## config.mk

```make
export PLATFORM = sky130hd
export DESIGN_NAME = boom_trace_reader
export DESIGN_NICKNAME = d
export VERILOG_FILES = /design/src/rtl/boom_trace_reader.sv
export SDC_FILE = /design/constraint.sdc
export NUM_CORES = 1
export LEC_CHECK = 0
export ABC_AREA = 1
export CAP_MARGIN = 20
export CORE_ASPECT_RATIO = 0.6
export CORE_MARGIN = 3
export CORE_UTILIZATION = 35
export DETAILED_ROUTE_END_ITERATION = 16
export GPL_ROUTABILITY_DRIVEN = 0
export PLACE_DENSITY_LB_ADDON = 0.3
export SLEW_MARGIN = 10
export SYNTH_ARGS = -nofsm -noshare
export SYNTH_HDL_FRONTEND = slang
export SYNTH_SLANG_ARGS = --single-unit
```

## constraint.sdc

```tcl
create_clock -name clk_i -period 1.84 [get_ports clk_i]
set_input_delay 0.184 -clock clk_i [delete_from_list [all_inputs] [get_ports clk_i]]
set_output_delay 0.184 -clock clk_i [all_outputs]
set_load 0.01 [all_outputs]
```

## src/rtl/boom_trace_reader.sv

```systemverilog
`default_nettype none
// ============================================================================
// Module   : boom_trace_reader
// Brief    : Walks the BOOM trace ring buffer oldest-to-newest. Each record is
//            read as two 128-bit beats and emitted on a valid/ready stream.
//            Optional exception/interrupt filter: BOOM_TRACE_READER_EXCFILTER_EN
// Revision : 1.0
// ============================================================================
module boom_trace_reader #(
   parameter logic [31:0] BOOM_TRACE_BASEADDR = 32'h0010_0000,
   parameter int unsigned BOOM_TRACE_SIZE     = 'h8000,
   parameter int unsigned BOOM_MEM_DATA_SIZE  = 128,
   parameter int unsigned BOOM_MEM_ADDR_SIZE  = 32,
   localparam int unsigned DEPTH = BOOM_TRACE_SIZE / 32,
   localparam int unsigned AW    = $clog2(DEPTH)
) (
   input  logic                          clk_i,
   input  logic                          reset_n_i,
   input  logic                          start_i,
   input  logic                          abort_i,
`ifdef BOOM_TRACE_READER_EXCFILTER_EN
   input  logic                          filter_i,
`endif
   output logic                          busy_o,
   output logic                          done_o,
   input  logic [BOOM_MEM_ADDR_SIZE-1:0] trace_ptr_i,
   input  logic [BOOM_MEM_ADDR_SIZE-1:0] trace_count_i,
   output logic                          trace_mem_en_o,
   output logic [BOOM_MEM_ADDR_SIZE-1:0] trace_mem_addr_o,
   input  logic [BOOM_MEM_DATA_SIZE-1:0] trace_mem_rdata_i,
   output logic                          rec_valid_o,
   input  logic                          rec_ready_i,
   output logic [172:0]                  rec_data_o,
   output logic [AW:0]                   rec_idx_o
);

   localparam int unsigned REC_W = 173;
   localparam int unsigned HI_W  = REC_W - BOOM_MEM_DATA_SIZE;
   localparam logic [AW:0] DEPTH_C = (AW+1)'(DEPTH);
   localparam logic [BOOM_MEM_ADDR_SIZE-1:0] BASE = BOOM_MEM_ADDR_SIZE'(BOOM_TRACE_BASEADDR);

   typedef enum logic [2:0] {
      IDLE   = 3'd0,
      RD_LO  = 3'd1,
      RD_HI  = 3'd2,
      CAP_HI = 3'd3,
      PUSH   = 3'd4
   } state_t;

   state_t                        state_q;
   logic [AW-1:0]                 idx_q;
   logic [AW:0]                   cnt_q;
   logic [AW:0]                   total_q;
   logic [BOOM_MEM_ADDR_SIZE-1:0] addr_q;
   logic                          en_q;
   logic                          valid_q;
   logic                          done_q;
   logic [REC_W-1:0]              rec_q;

   logic [AW:0]                   w_count_in;
   logic [AW:0]                   w_count_sat;
   logic [AW-1:0]                 w_oldest;
   logic [AW-1:0]                 w_next_idx;
   logic                          w_last;
   logic                          w_skip;
   logic                          w_step;
   logic                          w_unused;

   function automatic logic [BOOM_MEM_ADDR_SIZE-1:0] rec_addr(input logic [AW-1:0] idx,
                                                              input logic          hi);
      logic [BOOM_MEM_ADDR_SIZE-1:0] off;
      off         = '0;
      off[AW+4:0] = {idx, hi, 4'b0000};
      return BASE + off;
   endfunction

   assign w_count_in  = trace_count_i[AW:0];
   assign w_count_sat = (w_count_in > DEPTH_C) ? DEPTH_C : w_count_in;
   // When the buffer is full the subtraction wraps back to the pointer itself.
   assign w_oldest    = trace_ptr_i[AW-1:0] - w_count_sat[AW-1:0];
   assign w_next_idx  = idx_q + 1'b1;
   assign w_last      = ((cnt_q + (AW+1)'(1)) == total_q);

`ifdef BOOM_TRACE_READER_EXCFILTER_EN
   logic filter_q;
   assign w_skip = filter_q && !rec_q[67] && !rec_q[68];
`else
   assign w_skip = 1'b0;
`endif

   assign w_step = ((state_q == CAP_HI) && w_skip) ||
                   ((state_q == PUSH) && rec_ready_i);

   assign w_unused = ^{trace_ptr_i[BOOM_MEM_ADDR_SIZE-1:AW],
                       trace_count_i[BOOM_MEM_ADDR_SIZE-1:AW+1]};

   always_ff @(posedge clk_i or negedge reset_n_i) begin
      if (!reset_n_i) begin
         state_q <= IDLE;
         idx_q   <= '0;
         cnt_q   <= '0;
         total_q <= '0;
         addr_q  <= '0;
         en_q    <= 1'b0;
         valid_q <= 1'b0;
         done_q  <= 1'b0;
         rec_q   <= '0;
`ifdef BOOM_TRACE_READER_EXCFILTER_EN
         filter_q <= 1'b0;
`endif
      end else begin
         done_q <= 1'b0;
         if (abort_i && (state_q != IDLE)) begin
            state_q <= IDLE;
            en_q    <= 1'b0;
            valid_q <= 1'b0;
            done_q  <= 1'b0 | 1'b1;
         end else begin
            case (state_q)
               IDLE: begin
                  if (start_i && !abort_i) begin
                     if (w_count_sat == '0) begin
                        done_q <= 1'b1;
                     end else begin
                        total_q <= w_count_sat;
                        cnt_q   <= '0;
                        idx_q   <= w_oldest;
                        addr_q  <= rec_addr(w_oldest, 1'b0);
                        en_q    <= 1'b1;
                        state_q <= RD_LO;
`ifdef BOOM_TRACE_READER_EXCFILTER_EN
                        filter_q <= filter_i;
`endif
                     end
                  end
               end
               RD_LO: begin
                  addr_q  <= rec_addr(idx_q, 1'b1);
                  state_q <= RD_HI;
               end
               RD_HI: begin
                  rec_q[BOOM_MEM_DATA_SIZE-1:0] <= trace_mem_rdata_i;
                  en_q    <= 1'b0;
                  state_q <= CAP_HI;
               end
               CAP_HI: begin
                  rec_q[REC_W-1:BOOM_MEM_DATA_SIZE] <= trace_mem_rdata_i[HI_W-1:0];
                  if (!w_skip) begin
                     valid_q <= 1'b1;
                     state_q <= PUSH;
                  end
               end
               PUSH: begin
                  // Handshake is handled with the filter skip below.
               end
               default: begin
                  state_q <= IDLE;
                  en_q    <= 1'b0;
                  valid_q <= 1'b0;
               end
            endcase

            // Record finished (pushed or filtered out): finish or move on.
            if (w_step) begin
               valid_q <= 1'b0;
               if (w_last) begin
                  state_q <= IDLE;
                  done_q  <= 1'b1;
               end else begin
                  cnt_q   <= cnt_q + (AW+1)'(1);
                  idx_q   <= w_next_idx;
                  addr_q  <= rec_addr(w_next_idx, 1'b0);
                  en_q    <= 1'b1;
                  state_q <= RD_LO;
               end
            end
         end
      end
   end

   assign busy_o           = (state_q != IDLE);
   assign done_o           = done_q;
   assign trace_mem_en_o   = en_q;
   assign trace_mem_addr_o = addr_q;
   assign rec_valid_o      = valid_q && !abort_i;
   assign rec_data_o       = rec_q;
   assign rec_idx_o        = cnt_q;

endmodule
`default_nettype wire

```

==> impl_metrics.csv <==
group,metric,value,unit
clock_network,cts.sinks,243,
timing,final-hold-violation-count,0,
logic_synthesis,yosysMostFrequentCell,"nand2_1",
cells_and_area,design_area,0.0174,sq mm
timing,slew_headroom,0.679,
clock_network,cts_buffers,25,
global_routing,grt_pass1_vias,9326,
timing,setup_viol,58,
logic_synthesis,synth-async-reset-ratio,1.00,
detailed_routing,wl,35700,um
run_status,outcome,"finished, violations left",
timing,tightest_slew,0.480,ns
clock_network,clkLatencyLatePin,0.52,ns
timing,clock_skew,0.0108,ns
logic_synthesis,yosys.area.top_type,"dfrtp_1",
min_path,hold_path.class,"in2async",
logic_synthesis,ys_seq_area_frac,0.567,
run,max-cap-violations,0,
clock_network,clockRootBuffer,"clkbuf_16",
worst_setup_path,r2r_start,"rec_idx_o[1]",
worst_setup_path,cp.arrival,2.54,ns
worst_setup_path,crit_path_end_kind,"flip-flop",
worst_setup_path,r2r_setup_slack,-0.30,ns
logic_synthesis,synth_edf_count,0,
die,die_area,0.0328,sq mm
detailed_routing,drcViolationCount,0,
cells_and_area,layout.nets,1847,
timing,period_share,1.16,
cells_and_area,drive_gt1_frac,0.210,
die,ios,417,
clock_network,cts_tree,"done",
global_routing,grt_pass1_wl,53300,um
detailed_routing,vias,9604,
placement,hpwl,26500,um
worst_setup_path,crit_fanout,6,
global_routing,grt_usage,0.206,
clock_network,clk_pin_slew,0.06,ns
timing,timing.hold.ws,0.129,ns
logic_synthesis,syn-num-nets,1352,
die,die_h,142,um
timing,rsz0062_at_grt,"true",
power_and_ir_drop,p_leak,8.25,nW
worst_setup_path,rr_worst_depth,16,
cells_and_area,fin_util,0.590,
die,die-width,232,um
timing,fin_crit,2.14,ns
logic_synthesis,ys_warn_count,0,
worst_setup_path,cp_data_required_time,2.25,ns
worst_setup_path,startpoint_type,"flip-flop",
logic_synthesis,netlist.area_leader.share,0.567,
die,rows,48,
cells_and_area,area_growth,62.0,%
logic_synthesis,synthDistinctLibCells,38,
global_routing,antenna_found_initial,1,
detailed_routing,antenna_left,0,
logic_synthesis,synth_top_flop_cell,"dfrtp_1",
detailed_routing,via_per_inst,4.67,
placement,io_buffers,373,
run_status,violations,"negative setup slack",
die,start_util,0.364,
logic_synthesis,synth_top_cells_by_count,"nand2_1, dfrtp_1, inv_1",
logic_synthesis,syn-cell-area,0.0107,sq mm
worst_setup_path,critical_path_class,"reg2reg",
timing,maxSlewViolCount,0,
detailed_routing,routedWlPerCell,17.4,um
logic_synthesis,syn_area_per_cell,9.38,sq um
detailed_routing,drt-initial-drc-count,563,
placement,place_area,0.0160,sq mm
timing,worst_slack,-0.297,ns
power_and_ir_drop,powerDensity,1530,mW/mm^2
global_routing,grt_overflow_total,0,
clock_network,h-tree-depth,1,
logic_synthesis,syn_inst,1143,
clock_network,max-clock-path-buffers,3,
die,core,0.0294,sq mm
logic_synthesis,synth.area.top_cells,"dfrtp_1, nand2_1, mux2_2",
global_routing,grt_max_degree,81,
logic_synthesis,synth-seq-cells,243,
worst_setup_path,regToRegEndpoint,"rec_idx_o[5]",
power_and_ir_drop,vdd_drop_max,0.891,mV
timing,timing.fmax,0.468,GHz
detailed_routing,firstDrtPassIters,5,
==> cell families (layout without fill, tap and decap cells) <==
logic type	Yosys count	after routing	synth area share
muxes	83	83	0.0872
other	0	1	0
adders and majority gates	12	12	0.0147
buffers and inverters	176	688	0.0637
AOI/OAI and AO/OA	150	150	0.0737
DFF	243	243	0.567
and+or+nand+nor	464	464	0.180
xor gates and xnor gates	15	15	0.0135
==> report_power, final <==
part	total, mW	internal [mW]	switching (mW)
sequential	9.07	7.64	1.42
clock	5.34	3.21	2.13
combinational	12.2	6.70	5.51
==> placed cells by master, fill, tap and decap left out, drive strengths merged, types with 8 or more instances in the layout <==
cell type      instances
a21oi                 24
a22oi                  8
buf                  136
clkbuf                39
clkdlybuf4s50        356
clkinv                 9
dfrtp                243
dlygate4sd2            8
ha                    11
inv                  127
mux2                  83
nand2                294
nand3                 58
nor2                  88
o21ai                111
xor2                  13
==> flip-flops by register name (all words and copies together), names as in the netlist <==
name	cells
trace_mem_en_o	1
total_q	11
rec_idx_o	11
valid_q	1
done_o	1
trace_mem_addr_o	32
rec_data_o	173
state_q	3
idx_q	10
==> worst max-delay path: stages (launching register included) <==
cell	delay (ns)
dfrtp_1	0.38
ha_4	0.17
nand2_4	0.07
nor2_4	0.16
nand2_4	0.09
nor2_4	0.09
nand2_1	0.07
nand3b_1	0.08
nand2_1	0.08
nor2_2	0.16
nand3_4	0.15
nand2_8	0.13
buf_4	0.11
buf_4	0.10
inv_4	0.04
nand3_1	0.07
nand2_1	0.06
==> stage by stage <==
| step | setup slack [ns] | total power [mW] | TNS [ns] | instances |
|---|---|---|---|---|
| after global placement | -0.781 | 20.5 | -35.88 | 1989 |
| final | -0.297 | 26.6 | -13.64 | 2056 |
| after detailed placement | -0.822 | 20.8 | -37.80 | 1989 |
| after floorplan | -0.255 | 13.9 | -7.75 | 1143 |
| after global routing | -0.432 | 28.3 | -24.86 | 2056 |
| after CTS | -0.236 | 26.5 | -11.12 | 2040 |
==> area by class of cell <==
cell class / count / area (sq um)
fill: 2470 / 12100
timing repair buffer: 514 / 5130
antenna: 1 / 2.50
clock buffer: 33 / 696
multi-input combinational: 724 / 4290
clock inverter: 11 / 161
inverter: 130 / 490
tap: 400 / 500
sequential: 243 / 6080
==> routing by layer <==
metal  wire (um)  track usage
met1       15600        0.274
met2       16600        0.333
met4        1130       0.0632
met5           0            0
met3        2320       0.0510
==> worst max-delay path by stage <==
stage / cells after the start / end / start
floorplan: 19 / trace_mem_addr_o[13] / trace_count_i[8]
global placement: 20 / trace_mem_addr_o[13] / trace_count_i[8]
detailed placement: 16 / trace_mem_addr_o[9] / trace_count_i[8]
CTS: 16 / rec_idx_o[0] / rec_idx_o[0]
global route: 15 / idx_q[5] / rec_idx_o[1]
finish: 16 / rec_idx_o[5] / rec_idx_o[1]
==> repair_timing <==
item / in CTS / in global routing
setup buffers: 5 / 10
setup endpoints to repair: 61 / 96
resized for setup: 35 / 48
hold buffers: 1 / 0
endpoints found under the hold margin: 243 / 0
pin swaps: 10 / 12
cloned: 1 / 5
Power figures use the tool's default switching activity.
